**src/rtl/axi_cut_pkg.sv**
```systemverilog
// Shared AXI4 channel and request/response typedefs for this codebase slice.
// axi_cut takes its types as parameters; these are the defaults used when a
// caller does not override them.
// Optional build macro: AXI_CUT_PROTOCOL_CHECK_EN (see axi_cut_spill_reg.sv).
package axi_cut_pkg;

    localparam int unsigned IdWidth   = 4;
    localparam int unsigned AddrWidth = 32;
    localparam int unsigned DataWidth = 32;
    localparam int unsigned StrbWidth = DataWidth / 8;

    localparam logic [1:0] RespOkay   = 2'b00;
    localparam logic [1:0] RespExOkay = 2'b01;
    localparam logic [1:0] RespSlvErr = 2'b10;
    localparam logic [1:0] RespDecErr = 2'b11;

    // Write address channel
    typedef struct packed {
        logic [IdWidth-1:0]   id;
        logic [AddrWidth-1:0] addr;
        logic [7:0]           len;
        logic [2:0]           size;
        logic [1:0]           burst;
    } aw_chan_t;

    // Write data channel
    typedef struct packed {
        logic [DataWidth-1:0] data;
        logic [StrbWidth-1:0] strb;
        logic                 last;
    } w_chan_t;

    // Write response channel
    typedef struct packed {
        logic [IdWidth-1:0] id;
        logic [1:0]         resp;
    } b_chan_t;

    // Read address channel
    typedef struct packed {
        logic [IdWidth-1:0]   id;
        logic [AddrWidth-1:0] addr;
        logic [7:0]           len;
        logic [2:0]           size;
        logic [1:0]           burst;
    } ar_chan_t;

    // Read data channel
    typedef struct packed {
        logic [IdWidth-1:0]   id;
        logic [DataWidth-1:0] data;
        logic [1:0]           resp;
        logic                 last;
    } r_chan_t;

    // Master-to-slave bundle
    typedef struct packed {
        aw_chan_t aw;
        logic     aw_valid;
        w_chan_t  w;
        logic     w_valid;
        logic     b_ready;
        ar_chan_t ar;
        logic     ar_valid;
        logic     r_ready;
    } req_t;

    // Slave-to-master bundle
    typedef struct packed {
        logic     aw_ready;
        logic     ar_ready;
        logic     w_ready;
        logic     b_valid;
        b_chan_t  b;
        logic     r_valid;
        r_chan_t  r;
    } resp_t;

endpackage

```
**src/rtl/axi_cut_spill_reg.sv**
```systemverilog
// Generic 2-entry spill register for one valid/ready channel.
// Entry a is always the head; entry b only fills when the output stalls while
// a is occupied. ready_o and valid_o come straight from flops, so no
// combinational path exists between the two sides.
// Optional build macro: AXI_CUT_PROTOCOL_CHECK_EN compiles in input-side
// handshake stability and occupancy assertions (simulation only).
module axi_cut_spill_reg #(
    parameter type T      = logic,
    parameter bit  Bypass = 1'b0
) (
    input  logic clk_i,
    input  logic rst_i,
    input  logic valid_i,
    output logic ready_o,
    input  T     data_i,
    output logic valid_o,
    input  logic ready_i,
    output T     data_o
);

    if (Bypass) begin : g_bypass

        assign valid_o = valid_i;
        assign ready_o = ready_i;
        assign data_o  = data_i;

    end else begin : g_spill

        T     a_data_q, b_data_q;
        logic a_full_q, b_full_q;
        logic push, pop;

        // Handshakes on each side; ready_o is low whenever b is occupied.
        assign push    = valid_i & ready_o;
        assign pop     = valid_o & ready_i;
        assign ready_o = ~b_full_q;
        assign valid_o = a_full_q;
        assign data_o  = a_data_q;

        // Occupancy and payload update; b is only refilled from the input and
        // only drained into a, which keeps strict FIFO order.
        always_ff @(posedge clk_i or posedge rst_i) begin
            if (rst_i) begin
                a_data_q <= '0;
                b_data_q <= '0;
                a_full_q <= 1'b0;
                b_full_q <= 1'b0;
            end else if (pop) begin
                if (b_full_q) begin
                    // Full: the input is not ready this cycle, so no push here.
                    a_data_q <= b_data_q;
                    b_full_q <= 1'b0;
                end else if (push) begin
                    a_data_q <= data_i;
                end else begin
                    a_full_q <= 1'b0;
                end
            end else if (push) begin
                if (a_full_q) begin
                    b_data_q <= data_i;
                    b_full_q <= 1'b1;
                end else begin
                    a_data_q <= data_i;
                    a_full_q <= 1'b1;
                end
            end
        end

`ifdef AXI_CUT_PROTOCOL_CHECK_EN
        // Upstream must keep valid and payload stable until accepted.
        assert property (@(posedge clk_i) disable iff (rst_i)
                         (valid_i && !ready_o) |=> (valid_i && $stable(data_i)))
        else $error("axi_cut_spill_reg: input dropped valid or changed payload while stalled");

        // b may only hold a beat behind an occupied a (occupancy never above 2).
        assert property (@(posedge clk_i) disable iff (rst_i)
                         !(b_full_q && !a_full_q))
        else $error("axi_cut_spill_reg: occupancy invariant broken");
`endif

    end

endmodule

```
**src/rtl/axi_cut.sv**
```systemverilog
// AXI4 / AXI4-Lite register slice: one independent spill register per channel.
// Forward channels (AW, W, AR) flow slave port -> master port, reverse
// channels (B, R) flow master port -> slave port. With Bypass set every
// channel collapses to wires.
// Optional build macro: AXI_CUT_PROTOCOL_CHECK_EN (per-channel assertions).
module axi_cut
    import axi_cut_pkg::*;
#(
    parameter bit  Bypass    = 1'b0,
    parameter type aw_chan_t = axi_cut_pkg::aw_chan_t,
    parameter type w_chan_t  = axi_cut_pkg::w_chan_t,
    parameter type b_chan_t  = axi_cut_pkg::b_chan_t,
    parameter type ar_chan_t = axi_cut_pkg::ar_chan_t,
    parameter type r_chan_t  = axi_cut_pkg::r_chan_t,
    parameter type req_t     = axi_cut_pkg::req_t,
    parameter type resp_t    = axi_cut_pkg::resp_t
) (
    input  logic  clk_i,
    input  logic  rst_i,
    input  req_t  slv_req_i,
    output resp_t slv_resp_o,
    output req_t  mst_req_o,
    input  resp_t mst_resp_i
);

    aw_chan_t aw_data;
    w_chan_t  w_data;
    b_chan_t  b_data;
    ar_chan_t ar_data;
    r_chan_t  r_data;
    logic     aw_valid, aw_ready;
    logic     w_valid, w_ready;
    logic     b_valid, b_ready;
    logic     ar_valid, ar_ready;
    logic     r_valid, r_ready;

    axi_cut_spill_reg #(
        .T      (aw_chan_t),
        .Bypass (Bypass)
    ) i_aw_cut (
        .clk_i   (clk_i),
        .rst_i   (rst_i),
        .valid_i (slv_req_i.aw_valid),
        .ready_o (aw_ready),
        .data_i  (slv_req_i.aw),
        .valid_o (aw_valid),
        .ready_i (mst_resp_i.aw_ready),
        .data_o  (aw_data)
    );

    axi_cut_spill_reg #(
        .T      (w_chan_t),
        .Bypass (Bypass)
    ) i_w_cut (
        .clk_i   (clk_i),
        .rst_i   (rst_i),
        .valid_i (slv_req_i.w_valid),
        .ready_o (w_ready),
        .data_i  (slv_req_i.w),
        .valid_o (w_valid),
        .ready_i (mst_resp_i.w_ready),
        .data_o  (w_data)
    );

    axi_cut_spill_reg #(
        .T      (b_chan_t),
        .Bypass (Bypass)
    ) i_b_cut (
        .clk_i   (clk_i),
        .rst_i   (rst_i),
        .valid_i (mst_resp_i.b_valid),
        .ready_o (b_ready),
        .data_i  (mst_resp_i.b),
        .valid_o (b_valid),
        .ready_i (slv_req_i.b_ready),
        .data_o  (b_data)
    );

    axi_cut_spill_reg #(
        .T      (ar_chan_t),
        .Bypass (Bypass)
    ) i_ar_cut (
        .clk_i   (clk_i),
        .rst_i   (rst_i),
        .valid_i (slv_req_i.ar_valid),
        .ready_o (ar_ready),
        .data_i  (slv_req_i.ar),
        .valid_o (ar_valid),
        .ready_i (mst_resp_i.ar_ready),
        .data_o  (ar_data)
    );

    axi_cut_spill_reg #(
        .T      (r_chan_t),
        .Bypass (Bypass)
    ) i_r_cut (
        .clk_i   (clk_i),
        .rst_i   (rst_i),
        .valid_i (mst_resp_i.r_valid),
        .ready_o (r_ready),
        .data_i  (mst_resp_i.r),
        .valid_o (r_valid),
        .ready_i (slv_req_i.r_ready),
        .data_o  (r_data)
    );

    // Downstream request bundle: forward payloads plus reverse-channel readies.
    always_comb begin
        mst_req_o          = '0;
        mst_req_o.aw       = aw_data;
        mst_req_o.aw_valid = aw_valid;
        mst_req_o.w        = w_data;
        mst_req_o.w_valid  = w_valid;
        mst_req_o.b_ready  = b_ready;
        mst_req_o.ar       = ar_data;
        mst_req_o.ar_valid = ar_valid;
        mst_req_o.r_ready  = r_ready;
    end

    // Upstream response bundle: forward-channel readies plus reverse payloads.
    always_comb begin
        slv_resp_o          = '0;
        slv_resp_o.aw_ready = aw_ready;
        slv_resp_o.ar_ready = ar_ready;
        slv_resp_o.w_ready  = w_ready;
        slv_resp_o.b_valid  = b_valid;
        slv_resp_o.b        = b_data;
        slv_resp_o.r_valid  = r_valid;
        slv_resp_o.r        = r_data;
    end

endmodule

```
**config.mk**
```make
export PLATFORM = sky130hd
export DESIGN_NAME = axi_cut
export DESIGN_NICKNAME = d
export VERILOG_FILES = /design/src/rtl/axi_cut_pkg.sv /design/src/rtl/axi_cut_spill_reg.sv /design/src/rtl/axi_cut.sv
export SDC_FILE = /design/constraint.sdc
export NUM_CORES = 1
export LEC_CHECK = 0
export ABC_CLOCK_PERIOD_IN_PS = 11500
export BUFFER_PORTS_ARGS = -buffer_cell sky130_fd_sc_hd__buf_2
export CAP_MARGIN = 5
export CORE_MARGIN = 5
export CORE_UTILIZATION = 45
export CTS_BUF_LIST = sky130_fd_sc_hd__clkbuf_8
export CTS_CLUSTER_SIZE = 24
export DETAILED_ROUTE_END_ITERATION = 8
export GPL_TIMING_DRIVEN = 0
export PLACE_DENSITY = 0.71
export SLEW_MARGIN = 20
export SYNTH_ARGS = -nofsm -noshare
export SYNTH_HDL_FRONTEND = slang
export SYNTH_SLANG_ARGS = --single-unit
```
**constraint.sdc**
```tcl
create_clock -name clk_i -period 11.5 [get_ports clk_i]
set_input_delay 0.575 -clock clk_i [delete_from_list [all_inputs] [get_ports clk_i]]
set_output_delay 0.575 -clock clk_i [all_outputs]
set_load 0.02 [all_outputs]
```
Yosys cells after proc, flatten, opt, wreduce, memory -nomap -nowiden
Index checks and enable logic that the tools add are counted.
{ "totals": {"input_bits": 192, "ff_bits": 370, "output_inout_bits": 190, "word_cells": 178} }
{ "classes": {"reduce_logical": 35, "eq_ne": 15, "mux": 60, "bitwise_logic": 20} }
{ "op_table": {"columns": ["cell", "n"], "rows": [
  ["two-way mux 49 bit", 10],
  ["two-way mux 39 bit", 5],
  ["two-way mux 37 bit", 5],
  ["AND reduction 3 bit", 15],
  ["two-way mux 1 bit", 35],
  ["two-way mux 6 bit", 5],
  ["inequality test 2 bit (second input constant)", 15],
  ["nonzero test 2 bit", 15],
  ["bitwise AND 1 bit", 10],
  ["NOT 1 bit", 10],
  ["AND reduction 2 bit", 5]
]} }

Depth between registers and ports, before layout
{ "logic_depth": {"ltp_word": 5, "mapped_depth": 6, "depth_no_buf": 3} }

By module
A second synthesis with hierarchy kept.
{ "hier_totals": {"hier_cells": 1287, "area_unflattened_um2": 16286.9} }
{ "by_module_without_submodules": {"columns": ["mod", "area_per_inst_um2", "n_inst", "cells_each"], "rows": [
  ["axi_cut_spill_reg at i_ar_cut ...", 4346.7, 2, 351],
  ["axi_cut_spill_reg at i_r_cut", 3503.4, 1, 265],
  ["axi_cut_spill_reg at i_w_cut", 3301.9, 1, 249],
  ["axi_cut_spill_reg at i_b_cut", 713.2, 1, 61],
  ["axi_cut", 75.1, 1, 10]
]} }

Worst setup path after synthesis
No wires, ideal clock.
{ "synth_timing": {"path_kind": "input to register", "from": "in mst_resp_i[49] in the netlist's numbering", "to": "reg i_aw_cut.g_spill.b_data_q[45] in the netlist's numbering", "setup_slack_ns": 9.794, "arrival_ns": 1.578, "path_stages": 6, "n_path_buf": 3, "cell_sequence": "nand2b_1 -> buf_4 -> nor2_4 -> buf_6 -> buf_6 -> mux2_1"} }
{ "synth_via": {"elab_chain_len": 3} }
{ "synth_rtl": {"columns": ["item", "line", "source"], "rows": [
  ["start, declared", "axi_cut.sv:23", "input resp_t mst_resp_i"],
  ["bitwise AND 1 bit", "axi_cut_spill_reg.sv:35", "assign pop = valid_o & ready_i;"],
  ["NOT 1 bit (no line)", null, null],
  ["AND reduction 3 bit (no line)", null, null],
  ["end signal, assigned", "axi_cut_spill_reg.sv:60", "b_data_q <= data_i;"],
  ["end, declared", "axi_cut_spill_reg.sv:29", "T a_data_q, b_data_q;"]
]} }
No other way between the ends.
A chain may end at the register's enable or synchronous reset.

Worst setup path after layout
{ "layout_timing": {"from": "reg i_aw_cut.g_spill.b_full_q", "to": "out slv_resp_o[49] in the netlist's numbering"} }
{ "layout_via": {"elab_chain_len": 1} }
{ "layout_rtl": {"columns": ["item", "line", "source"], "rows": [
  ["start, declared", "axi_cut_spill_reg.sv:30", "logic a_full_q, b_full_q;"],
  ["start signal, assigned", "axi_cut_spill_reg.sv:47", "b_full_q <= 1'b0;"],
  ["start signal, assigned", "axi_cut_spill_reg.sv:52", "b_full_q <= 1'b0;"],
  ["start signal, assigned", "axi_cut_spill_reg.sv:61", "b_full_q <= 1'b1;"],
  ["NOT 1 bit", "axi_cut_spill_reg.sv:36", "assign ready_o = ~b_full_q;"],
  ["end, declared", "axi_cut.sv:21", "output resp_t slv_resp_o,"]
]} }
No other way between the ends.

==> metrics.txt <==
Final min period=2.76 ns; Synth Net Count=~1400; DIE WIDTH=~200 µm; fraction of the cycle the final worst path needs=between 20% and 30%; vias in the first global route=approximately 13000; DRC Markers=0; register area=0.00926 mm²; layout cells sized above 1=47.7%; num ports=between 300 and 400; crit path capture type=output port; IO Port Bufs=381; Fin Clk Skew=approximately 0.023 ns; RSZ-0062 raised after global routing=false; Fin. Hold Viols=0; Post-synth EDFFs=0; ys async rst share=100%; Synth Area in Compound Gates=~19%; post-layout util=between 50% and 60%; adder and majority cell fraction of the synthesized area=0%; initial antenna violation count=13; fillcell total=~3000; largest family of logic cells by synthesized area=compound AO/OA/AOI/OAI gates; Num CTS Buffers=61; outcome=finished clean; clock-pin slew on the worst setup and hold paths=~0.06 ns; area delta synth->final=24.1%; sequential area share after synthesis=57.5%; Tot Pwr=around 0.0061 W; first-pass GRT wire length=between 60000 and 70000 µm; routed vias=~13000; Syn Area/Cell=~13 µm²; Cells after Synth=between 1000 and 1500; Clk Latency, worst-skew pair=0.64 ns; Max Transition Viols Final=0; setup TNS=0 ns; clock tree root driver cell=clkbuf_8; WS Path Type=flop to output port; area occupied by multi-input gates=just over 0.006 mm²; top-count cell post-synth=dfrtp_1; PD cells=about 300 mW/mm²; r2r startpoint=i_aw_cut.g_spill.b_full_q$_DFFE_PP0P_; largest cells by area after synthesis=dfrtp_1, mux2_2, o22ai_1; DR WL/cell=slightly above 20 µm; Synth Area in Simple Gates=approximately 6.2%; Max clock buf depth=3; die height=around 200 µm; grt total ovfl=0; measured slew at the worst slew-check pin=~0.66 ns; CP Data Arrival Time=between 2 and 2.5 ns; max-cap violations=0; CP most frequent cell=buf_2; crit path to=slv_resp_o[49]; CP Max Fanout=10; f_max=roughly 360 MHz; VDD IR-drop max=around 0.17 mV; final HPWL from detailed placement=roughly 32000 µm; DR vias/cell=about 5.8; Worst Hold Class=input pin to async pin; Worst setup SP type=flop; P_leak=roughly 8.6 nW; FF-to-FF path depth=5; ys flop type=dfrtp_1; Routed Wire Length=between 40000 and 50000 µm; CP max stage delay=around 0.44 ns; cell area after synthesis=0.0161 mm²; post-synthesis mux area share=between 10% and 20%; largest net degree at the start of global routing=between 100 and 150; placed inst area=approximately 0.019 mm²; Worst path slowest cell=dfrtp_1; Distinct cells, synth=37; # hold bufs at CTS=0; Final Cell Area=about 0.02 mm²; # H-tree levels=2; normalized max-slew margin=between 50% and 60%; cts repair resizes=0; crit path cell chain=inv_1 -> buf_2 -> clkbuf_1 -> buf_4 -> buf_2; Core ar.=approximately 0.035 mm²; Final setup viols=0; CTS tree=done; Seq cells post-synth=370; R2R Path End=i_aw_cut.data_o[47]$_DFFE_PP0P_; Die ar.=between 0.03 and 0.04 mm²; top cells by count, synth=dfrtp_1, o22ai_1, or2_2; Final nets=approximately 1900; Detailed Routing Iterations Pass 1=5; post-route ant nets=0; CP startpoint=i_aw_cut.g_spill.b_full_q$_DFFE_PP0P_; required time worst endpoint=roughly 11 ns; GRT Total Usage=~22%; Post-Synth XOR/XNOR Area=0%; DRT iter0 DRCs=678; largest area contributor in the netlist=dfrtp_1; routability cong.=roughly 0.86; starting density of the core=between 40% and 50%; clk sinks=between 300 and 400; worst hold slack=around 0.032 ns; Yosys top cell area share=a little under three fifths; Synth warnings=0; R2R setup slack=around 10 ns; num rows=between 60 and 70; Setup Fix Bufs, Post-CTS=0
## worst min-delay path by stage
stage                     slack, ns                                   endpoint  cells past startpoint                                       from
after floorplan                0.45  i_ar_cut.g_spill.b_data_q[13]$_DFFE_PP0P_                      1  i_ar_cut.g_spill.b_data_q[13]$_DFFE_PP0P_
after global placement         0.46   i_w_cut.g_spill.b_data_q[31]$_DFFE_PP0P_                      1   i_w_cut.g_spill.b_data_q[31]$_DFFE_PP0P_
after detailed placement       0.47   i_w_cut.g_spill.b_data_q[32]$_DFFE_PP0P_                      1   i_w_cut.g_spill.b_data_q[32]$_DFFE_PP0P_
after CTS                      0.03              i_b_cut.data_o[1]$_DFFE_PP0P_                      2                                      rst_i
after global routing           0.05            i_ar_cut.data_o[15]$_DFFE_PP0P_                      2                                      rst_i
final                          0.03            i_ar_cut.data_o[15]$_DFFE_PP0P_                      2                                      rst_i
## where the power goes
part	internal, W	switching (W)
registers	0.00197	0.000402
clock network	0.000671	0.000540
logic	0.00112	0.00136
## registers in the layout, indices dropped and copies added, names as in the netlist, 6 cells and up
name / flops
i_ar_cut.data_o: 49
i_ar_cut.g_spill.b_data_q: 49
i_w_cut.data_o: 37
i_b_cut.data_o: 6
i_r_cut.data_o: 39
i_b_cut.g_spill.b_data_q: 6
i_w_cut.g_spill.b_data_q: 37
i_aw_cut.data_o: 49
i_r_cut.g_spill.b_data_q: 39
i_aw_cut.g_spill.b_data_q: 49
## cells in the final DEF, fill, tap and decap left out, drive strengths merged
cell / instances
a31oi: 5
o32ai: 6
clkbuf: 120
o32a: 5
nand3: 7
buf: 456
nor2: 16
a211oi: 21
nand3b: 2
o22ai: 147
diode: 5
clkinvlp: 2
or2: 119
o211a: 1
inv: 31
nand2: 9
bufinv: 2
dfrtp: 370
nand2b: 11
mux2: 180
o21ai: 11
a21oi: 25
a221oi: 37
o221a: 122
a21boi: 2
nor2b: 2
clkinv: 10
## layer usage
layer	up-vias	track usage [%]	wire length, µm
met4	18	6.76	940
met1	6350	28.0	18000
met5	-	0	113
met2	470	34.9	21500
met3	89	6.71	3830
li1	5656	-	-
## final cells by class
cell class	instances	share of cell area, %
Clock buffer	81	5.58
Clock inverter	29	0.901
Multi-Input combinational cell	728	31.0
Antenna cell	5	0.0626
Sequential cell	370	46.3
Inverter	16	0.338
Timing Repair Buffer	384	9.95
Buffer	111	3.02
Tap cell	461	2.89
## worst max-delay path, delay by kind of cell (launching register included)
| kind | cells | cell delay, ns |
|---|---|---|
| flip-flops | 1 | 0.44 |
| buffers and inverters | 5 | 1.10 |
## through the flow
stage	setup WS, ns	instances
6_report	8.74	2185
5_1_grt	8.60	2182
4_1_cts	8.69	2180
3_5_place_dp	9.40	2070
3_3_place_gp	-3.55	2067
2_1_floorplan	0.651	1225
## cell families (layout without fill, tap and decap cells)
kind of cell / Yosys count / in the layout
compound gates: 382 / 382
buf+inv: 127 / 621
flops: 370 / 370
mux: 180 / 180
other cells: 0 / 5
simple gates: 166 / 166
No activity file was read; power rests on OpenSTA's default activity.
